==> src/rtl/bcd_to_bin.sv <==
// Sequential BCD-to-binary converter: multiply-by-10-and-add, one digit per clock, MSD first.
// Non-decimal nibbles are flagged through error and force the result to zero.
module bcd_to_bin #(
  parameter int unsigned DIGITS = 4,
  parameter int unsigned WIDTH  = 14
) (
  input  logic                  clk,
  input  logic                  rst,
  input  logic                  start,
  input  logic [4*DIGITS-1:0]   bcd,
  output logic [WIDTH-1:0]      value,
  output logic                  ready,
  output logic                  error,
  output logic                  busy
);

  localparam int unsigned CntW = (DIGITS > 1) ? $clog2(DIGITS) : 1;
  localparam logic [CntW-1:0] LastCnt = CntW'(DIGITS - 1);

  typedef enum logic [0:0] {StIdle, StRun} state_e;

  state_e              state_q;
  logic [4*DIGITS-1:0] shift_q;
  logic [WIDTH-1:0]    acc_q;
  logic [CntW-1:0]     count_q;
  logic                bad_q;
  logic [WIDTH-1:0]    value_q;
  logic                ready_q;
  logic                error_q;
  logic                busy_q;

  logic                bad_in;
  logic [WIDTH-1:0]    acc_d;

  always_comb begin
    bad_in = 1'b0;
    for (int i = 0; i < int'(DIGITS); i++) begin
      if (bcd[4*i +: 4] > 4'd9) bad_in = 1'b1;
    end
  end

  // acc*10 + top nibble, wrapping modulo 2^WIDTH
  always_comb begin
    acc_d = (acc_q << 3) + (acc_q << 1) + WIDTH'(shift_q[4*DIGITS-1 -: 4]);
  end

  always_ff @(posedge clk) begin
    if (rst) begin
      state_q <= StIdle;
      shift_q <= '0;
      acc_q   <= '0;
      count_q <= '0;
      bad_q   <= 1'b0;
      value_q <= '0;
      ready_q <= 1'b0;
      error_q <= 1'b0;
      busy_q  <= 1'b0;
    end else begin
      unique case (state_q)
        StIdle: begin
          if (start) begin
            shift_q <= bcd;
            acc_q   <= '0;
            count_q <= '0;
            bad_q   <= bad_in;
            ready_q <= 1'b0;
            error_q <= 1'b0;
            busy_q  <= 1'b1;
            state_q <= StRun;
          end
        end
        StRun: begin
          acc_q   <= acc_d;
          shift_q <= shift_q << 4;
          count_q <= count_q + 1'b1;
          if (count_q == LastCnt) begin
            value_q <= bad_q ? '0 : acc_d;
            error_q <= bad_q;
            ready_q <= 1'b1;
            busy_q  <= 1'b0;
            state_q <= StIdle;
          end
        end
        default: state_q <= StIdle;
      endcase
    end
  end

  assign value = value_q;
  assign ready = ready_q;
  assign error = error_q;
  assign busy  = busy_q;

endmodule
==> config.mk <==
export PLATFORM = sky130hd
export DESIGN_NAME = bcd_to_bin
export DESIGN_NICKNAME = d
export VERILOG_FILES = /design/src/rtl/bcd_to_bin.sv
export SDC_FILE = /design/constraint.sdc
export NUM_CORES = 1
export LEC_CHECK = 0
export ABC_CLOCK_PERIOD_IN_PS = 3100
export BUFFER_PORTS_ARGS = -buffer_cell sky130_fd_sc_hd__buf_2
export CORE_MARGIN = 2
export CORE_UTILIZATION = 50
export CTS_CLUSTER_DIAMETER = 80
export DETAILED_ROUTE_END_ITERATION = 12
export HOLD_SLACK_MARGIN = 0.03
export PLACE_DENSITY = 0.79
export SKIP_LAST_GASP = 1
export SYNTH_ARGS = -nofsm -noshare
export SYNTH_HDL_FRONTEND = slang
export SYNTH_SLANG_ARGS = --single-unit
==> constraint.sdc <==
create_clock -name clk -period 3.1 [get_ports clk]
set_clock_uncertainty 0.1 [all_clocks]
set_input_delay 0.155 -clock clk [delete_from_list [all_inputs] [get_ports clk]]
set_output_delay 0.155 -clock clk [all_outputs]
set_load 0.02 [all_outputs]
### Yosys cells after proc, flatten, opt, wreduce, memory -nomap -nowiden

Cells that the tools add are included.

| storage, ports and cells | value |
|---|---|
| bits of input ports | 19 |
| logic and storage cells | 45 |
| output and inout bits | 17 |
| register bits | 50 |

| cells by class | value |
|---|---|
| $lt $le $gt $ge | 4 |
| equality and inequality tests | 3 |
| reductions and logical operators | 3 |
| mux-type cells | 22 |
| $add $sub $neg | 3 |
| bitwise operators | 1 |

Operators by type and width:

| operator | count |
|---|---|
| case mux 16 bit (2 select lines) | 1 |
| case mux 13 bit (2 select lines) | 1 |
| > comparator 4 bit, second input constant | 4 |
| 2-to-1 mux 16 bit | 1 |
| adder 14 bit | 1 |
| adder 14 x 4 -> 14 bit | 1 |
| 2-to-1 mux 14 bit | 1 |
| 2-to-1 mux 13 bit | 1 |
| 2-to-1 mux 1 bit | 11 |
| case mux 1 bit (2 select lines) | 4 |
| AND reduction 2 bit | 3 |
| case mux 2 bit (2 select lines) | 1 |
| adder 2 x 1 -> 2 bit, second input constant | 1 |
| == test 2 bit, second input constant | 1 |
| 2-to-1 mux 2 bit | 1 |
| inequality test 2 x 1 -> 1 bit, second input constant | 1 |
| inequality test 2 bit, second input constant | 1 |
| NOT 1 bit | 1 |

### Logic depth before layout (Yosys ltp)

| logic depth | value |
|---|---|
| depth in word-level cells | 5 |
| depth in mapped cells | 9 |
| mapped depth without buffers | 9 |

### Worst setup path after synthesis

No wires, ideal clock.

| path | value |
|---|---|
| kind | reg2reg |
| from | reg shift_q[15] |
| to | reg value_q[12], in the netlist value[12] |
| path buffers | 0 |
| stages on the path, launching flop included | 9 |
| required time | 2.883 ns |
| data arrival time | 2.369 ns |
| slack | 0.513 ns |
| cells stage by stage | dfxtp_1 -> inv_1 -> fa_1 -> fa_1 -> nor2b_1 -> o2111ai_1 -> a211oi_1 -> o21ai_0 -> a32o_1 |

| between the ends | value |
|---|---|
| cells in the longest elaborated chain, start to end | 2 |

RTL lines:

| what | RTL line | RTL |
|---|---|---|
| start, declared | 23 | `logic [4*DIGITS-1:0] shift_q;` |
| start signal, assigned | 74 | `shift_q <= shift_q << 4;` |
| adder 14 x 4 -> 14 bit | 44 | `acc_d = (acc_q << 3) + (acc_q << 1) + WIDTH'(shift_q[4*DIGITS-1 -: 4]);` |
| 2-to-1 mux 14 bit | 77 | `value_q <= bad_q ? '0 : acc_d;` |
| end signal, assigned | 77 |  |
| end, declared | 27 | `logic [WIDTH-1:0] value_q;` |

No other way between the ends.
A chain may end at the register's enable or synchronous reset.

### Worst setup path after layout

Same ends and word-level chain as after synthesis.

==> impl_results.md <==
- Outcome: finished clean
- Ys async rst share: 0%
- RR Startpoint: shift_q[15]$_SDFFE_PP0P_
- Layout cells sized above 1: between 10% and 20%
- Syn Std Cell Area: 0.00274 mm^2
- Antenna cell count: 0
- Reg2Reg Depth: 8
- Slew Viols, Final: 0
- Unique masters post-synth: 46
- Minimum clock period: about 2.8 ns
- First-pass DRT Iterations: 4
- Die Wd: just under 80 um
- CTS tree: built
- CTS buffer count: 5
- Hold Path End: shift_q[2]$_SDFFE_PP0P_
- Critical path's largest stage delay: about 0.52 ns
- Clock transition at path regs: 0.10 ns
- HP Start: bcd[2]
- Main flop type after synthesis: dfxtp_1
- Crit start category: flop
- CTS root buf: clkbuf_8
- Row cnt: 26
- Post-layout util: between 50% and 60%
- CTS sink count: 50
- Slew headroom: about half
- Gpl congestion: between 0.8 and 0.9
- H-tree levels: 2
- Post-Route Setup TNS: 0 ns
- Synth-to-Final Area Change: 11.9%
- VDD IR-drop max: a little under 0.4 mV
- Lkg Pwr: 1.42 nW
- GR Util met2: 31.3%
- # setup viols final: 0
- Number of enable-type register cells in the synthesized netlist: 0
- Area after DPL: between 0.002 and 0.003 mm^2
- Clk buf depth: 2
- Avg Cell Area, Syn: between 8 and 9 um^2
- Design Area, Final: between 0.003 and 0.004 mm^2
- DR DRC count: 0
- Cells after Synth: roughly 310
- Cell breakdown of the critical path: inv_1, fa_1, fa_1, nor2b_1, o2111ai_1, a211oi_1, o21ai_0, a32o_1
- Busiest grt layer: met2
- Hold depth: 3
- Post-cts hold buffer count: 1
- Worst endpoint required time: about 3.2 ns
- Layout fillers: between 400 and 500
- Vias per cell: 5.75
- DIE AREA: 0.00608 mm^2
- Initial Util: 52.6%
- Post-CTS Resized: 0
- FF-to-FF setup slack: ~0.29 ns
- CP delay by family, top: adder cells
- DR WL/cell: approximately 14 um
- Ratio of final minimum period to clock period: around 91%
- Post-CTS setup buffer count: 0
- Final WL: roughly 6000 um
- Yosys reg bits: 50
- Critical path fanouts, max: 4
- Critical Path AT: around 3 ns
- R2R Path End: value[12]$_SDFFE_PP0P_
- Die height: 78.0 um
- HPWL after detailed placement: around 4100 um
- Critical-path top delay cell: fa_1
- Most frequent cells in the layout: dfxtp_1 (49), nor2_1 (41), buf_2 (35)
- RSZ-0062 raised after global routing: no
- Met1 Track Usage GR: between 20% and 30%
- Max Clk Rate: 356 MHz
- Worst setup EP type: flop
- Antenna-violating nets left: 0
- Remaining Overflow, GRT: 0
- Global-route wire length before repair: around 9600 um
- Top cell by count, worst path: fa_1
- Skew-Pair Late Insertion Delay: around 0.32 ns
- Placed cells: about 390
- Largest net degree at the start of global routing: between 40 and 50
- Setup CP Type: flop to flop
- Syn_nets: 350
- Initial DRC count: ~120
- Nets: between 300 and 400
- Worst hold path class: input pin to flop
- Top-level I/O count: 36
- Commonest non-fill, non-tap cell in the layout: dfxtp_1
- Hold Fails Final Rpt: 0
- Power per cell area: about 420 mW/mm^2
- Post-synthesis sequential area ratio: 36.6%
- Initial antenna violation count: 0
- All-Layer GR Usage: 19.8%
- Core area: between 0.005 and 0.006 mm^2
- GRT met3 Usage: between 4 and 5%
- WHS: ~0.035 ns
- YS warnings: 0
- Fin cells: ~400
- Port bufs: 35
- Vias in the first global route: slightly above 2000
- Max Cap Viol: 0
- Critical path buffer and inverter count: 1
- Vias: 2319
- Worst slew pin tran: between 0.7 and 0.8 ns
[layout make-up]
class                           instances  area, um^2  share of cell area, %
Multi-Input combinational cell        228        1620                   52.9
Clock inverter                          3        47.5                   1.55
Tap cell                               70        87.6                   2.86
Timing Repair Buffer                   39         208                   6.78
Inverter                                8        30.0                  0.980
Clock buffer                            5        68.8                   2.25
Sequential cell                        50        1000                   32.7
[power by group]
part | total [mW] | switching, mW | internal [mW]
clock network | 0.483 | 0.238 | 0.245
registers | 0.678 | 0.0168 | 0.661
logic | 0.130 | 0.0768 | 0.0528
total | 1.29 | 0.332 | 0.959
[worst max-delay path by stage]
| stage | from | to | slack, ns | cells past startpoint |
|---|---|---|---|---|
| final | shift_q[15]$_SDFFE_PP0P_ | value[12]$_SDFFE_PP0P_ | 0.29 | 8 |
| after global routing | shift_q[15]$_SDFFE_PP0P_ | value[12]$_SDFFE_PP0P_ | 0.09 | 8 |
| after CTS | shift_q[15]$_SDFFE_PP0P_ | value[12]$_SDFFE_PP0P_ | 0.29 | 8 |
| after detailed placement | shift_q[15]$_SDFFE_PP0P_ | value[12]$_SDFFE_PP0P_ | 0.32 | 8 |
| after global placement | shift_q[15]$_SDFFE_PP0P_ | value[12]$_SDFFE_PP0P_ | 0.41 | 8 |
| after floorplan | shift_q[15]$_SDFFE_PP0P_ | value[12]$_SDFFE_PP0P_ | 0.51 | 8 |
[cell families after synthesis]
| group | after synthesis | share of synthesized area, % |
|---|---|---|
| simple gates | 98 | 18.6 |
| flops | 50 | 36.6 |
| mux | 18 | 6.58 |
| xor+xnor | 4 | 1.28 |
| buf+inv | 28 | 4.25 |
| compound gates | 83 | 20.7 |
| fa+ha+maj | 25 | 12.0 |
[layer usage]
layer	share of wire (%)	vias to the layer above
li1	-	1167
met1	48	1090
met2	46	53
met3	4.2	9
met4	1.4	0
met5	0	-
[stage by stage]
stage	total power, mW	worst slack [ns]
3_5_place_dp	0.820	0.324
2_1_floorplan	0.784	0.513
5_1_grt	1.34	0.0850
4_1_cts	1.30	0.288
3_3_place_gp	0.816	0.407
6_report	1.29	0.287
[flip-flops by register name, summed over array words and instances (netlist names)]
signal / flops
state_q: 1
count_q: 2
bad_q: 1
acc_q: 13
shift_q: 16
busy: 1
ready: 1
error: 1
value: 14
[cells in the mapped netlist, drive strengths merged (3+ instances only)]
cell type / instances / area (um^2)
dfxtp: 50 / 1000
nor2: 41 / 154
a21oi: 30 / 150
ha: 23 / 288
mux2i: 18 / 180
o21ai: 17 / 85.1
clkbuf: 14 / 52.6
nor3b: 11 / 82.6
inv: 8 / 30.0
a32o: 7 / 70.1
nand2: 7 / 26.3
nor3: 7 / 35.0
or3: 7 / 45.1
buf: 6 / 33.8
a21o: 5 / 46.3
a22o: 5 / 43.8
nor2b: 5 / 31.3
a211oi: 4 / 40.0
a31oi: 4 / 40.0
nand3: 4 / 20.0
or4: 4 / 30.0
xnor2: 4 / 35.0
nand3b: 3 / 22.5
nand4: 3 / 18.8
o21a: 3 / 22.5
[worst register-to-register path, delay by kind of cell (launching register included)]
kind | cells | cell delay (ns)
flops | 1 | 0.35
compound gates | 4 | 0.96
fa+ha+maj | 2 | 0.99
simple gates | 1 | 0.23
buf+inv | 1 | 0.06
(Power assumes the default switching activity.)
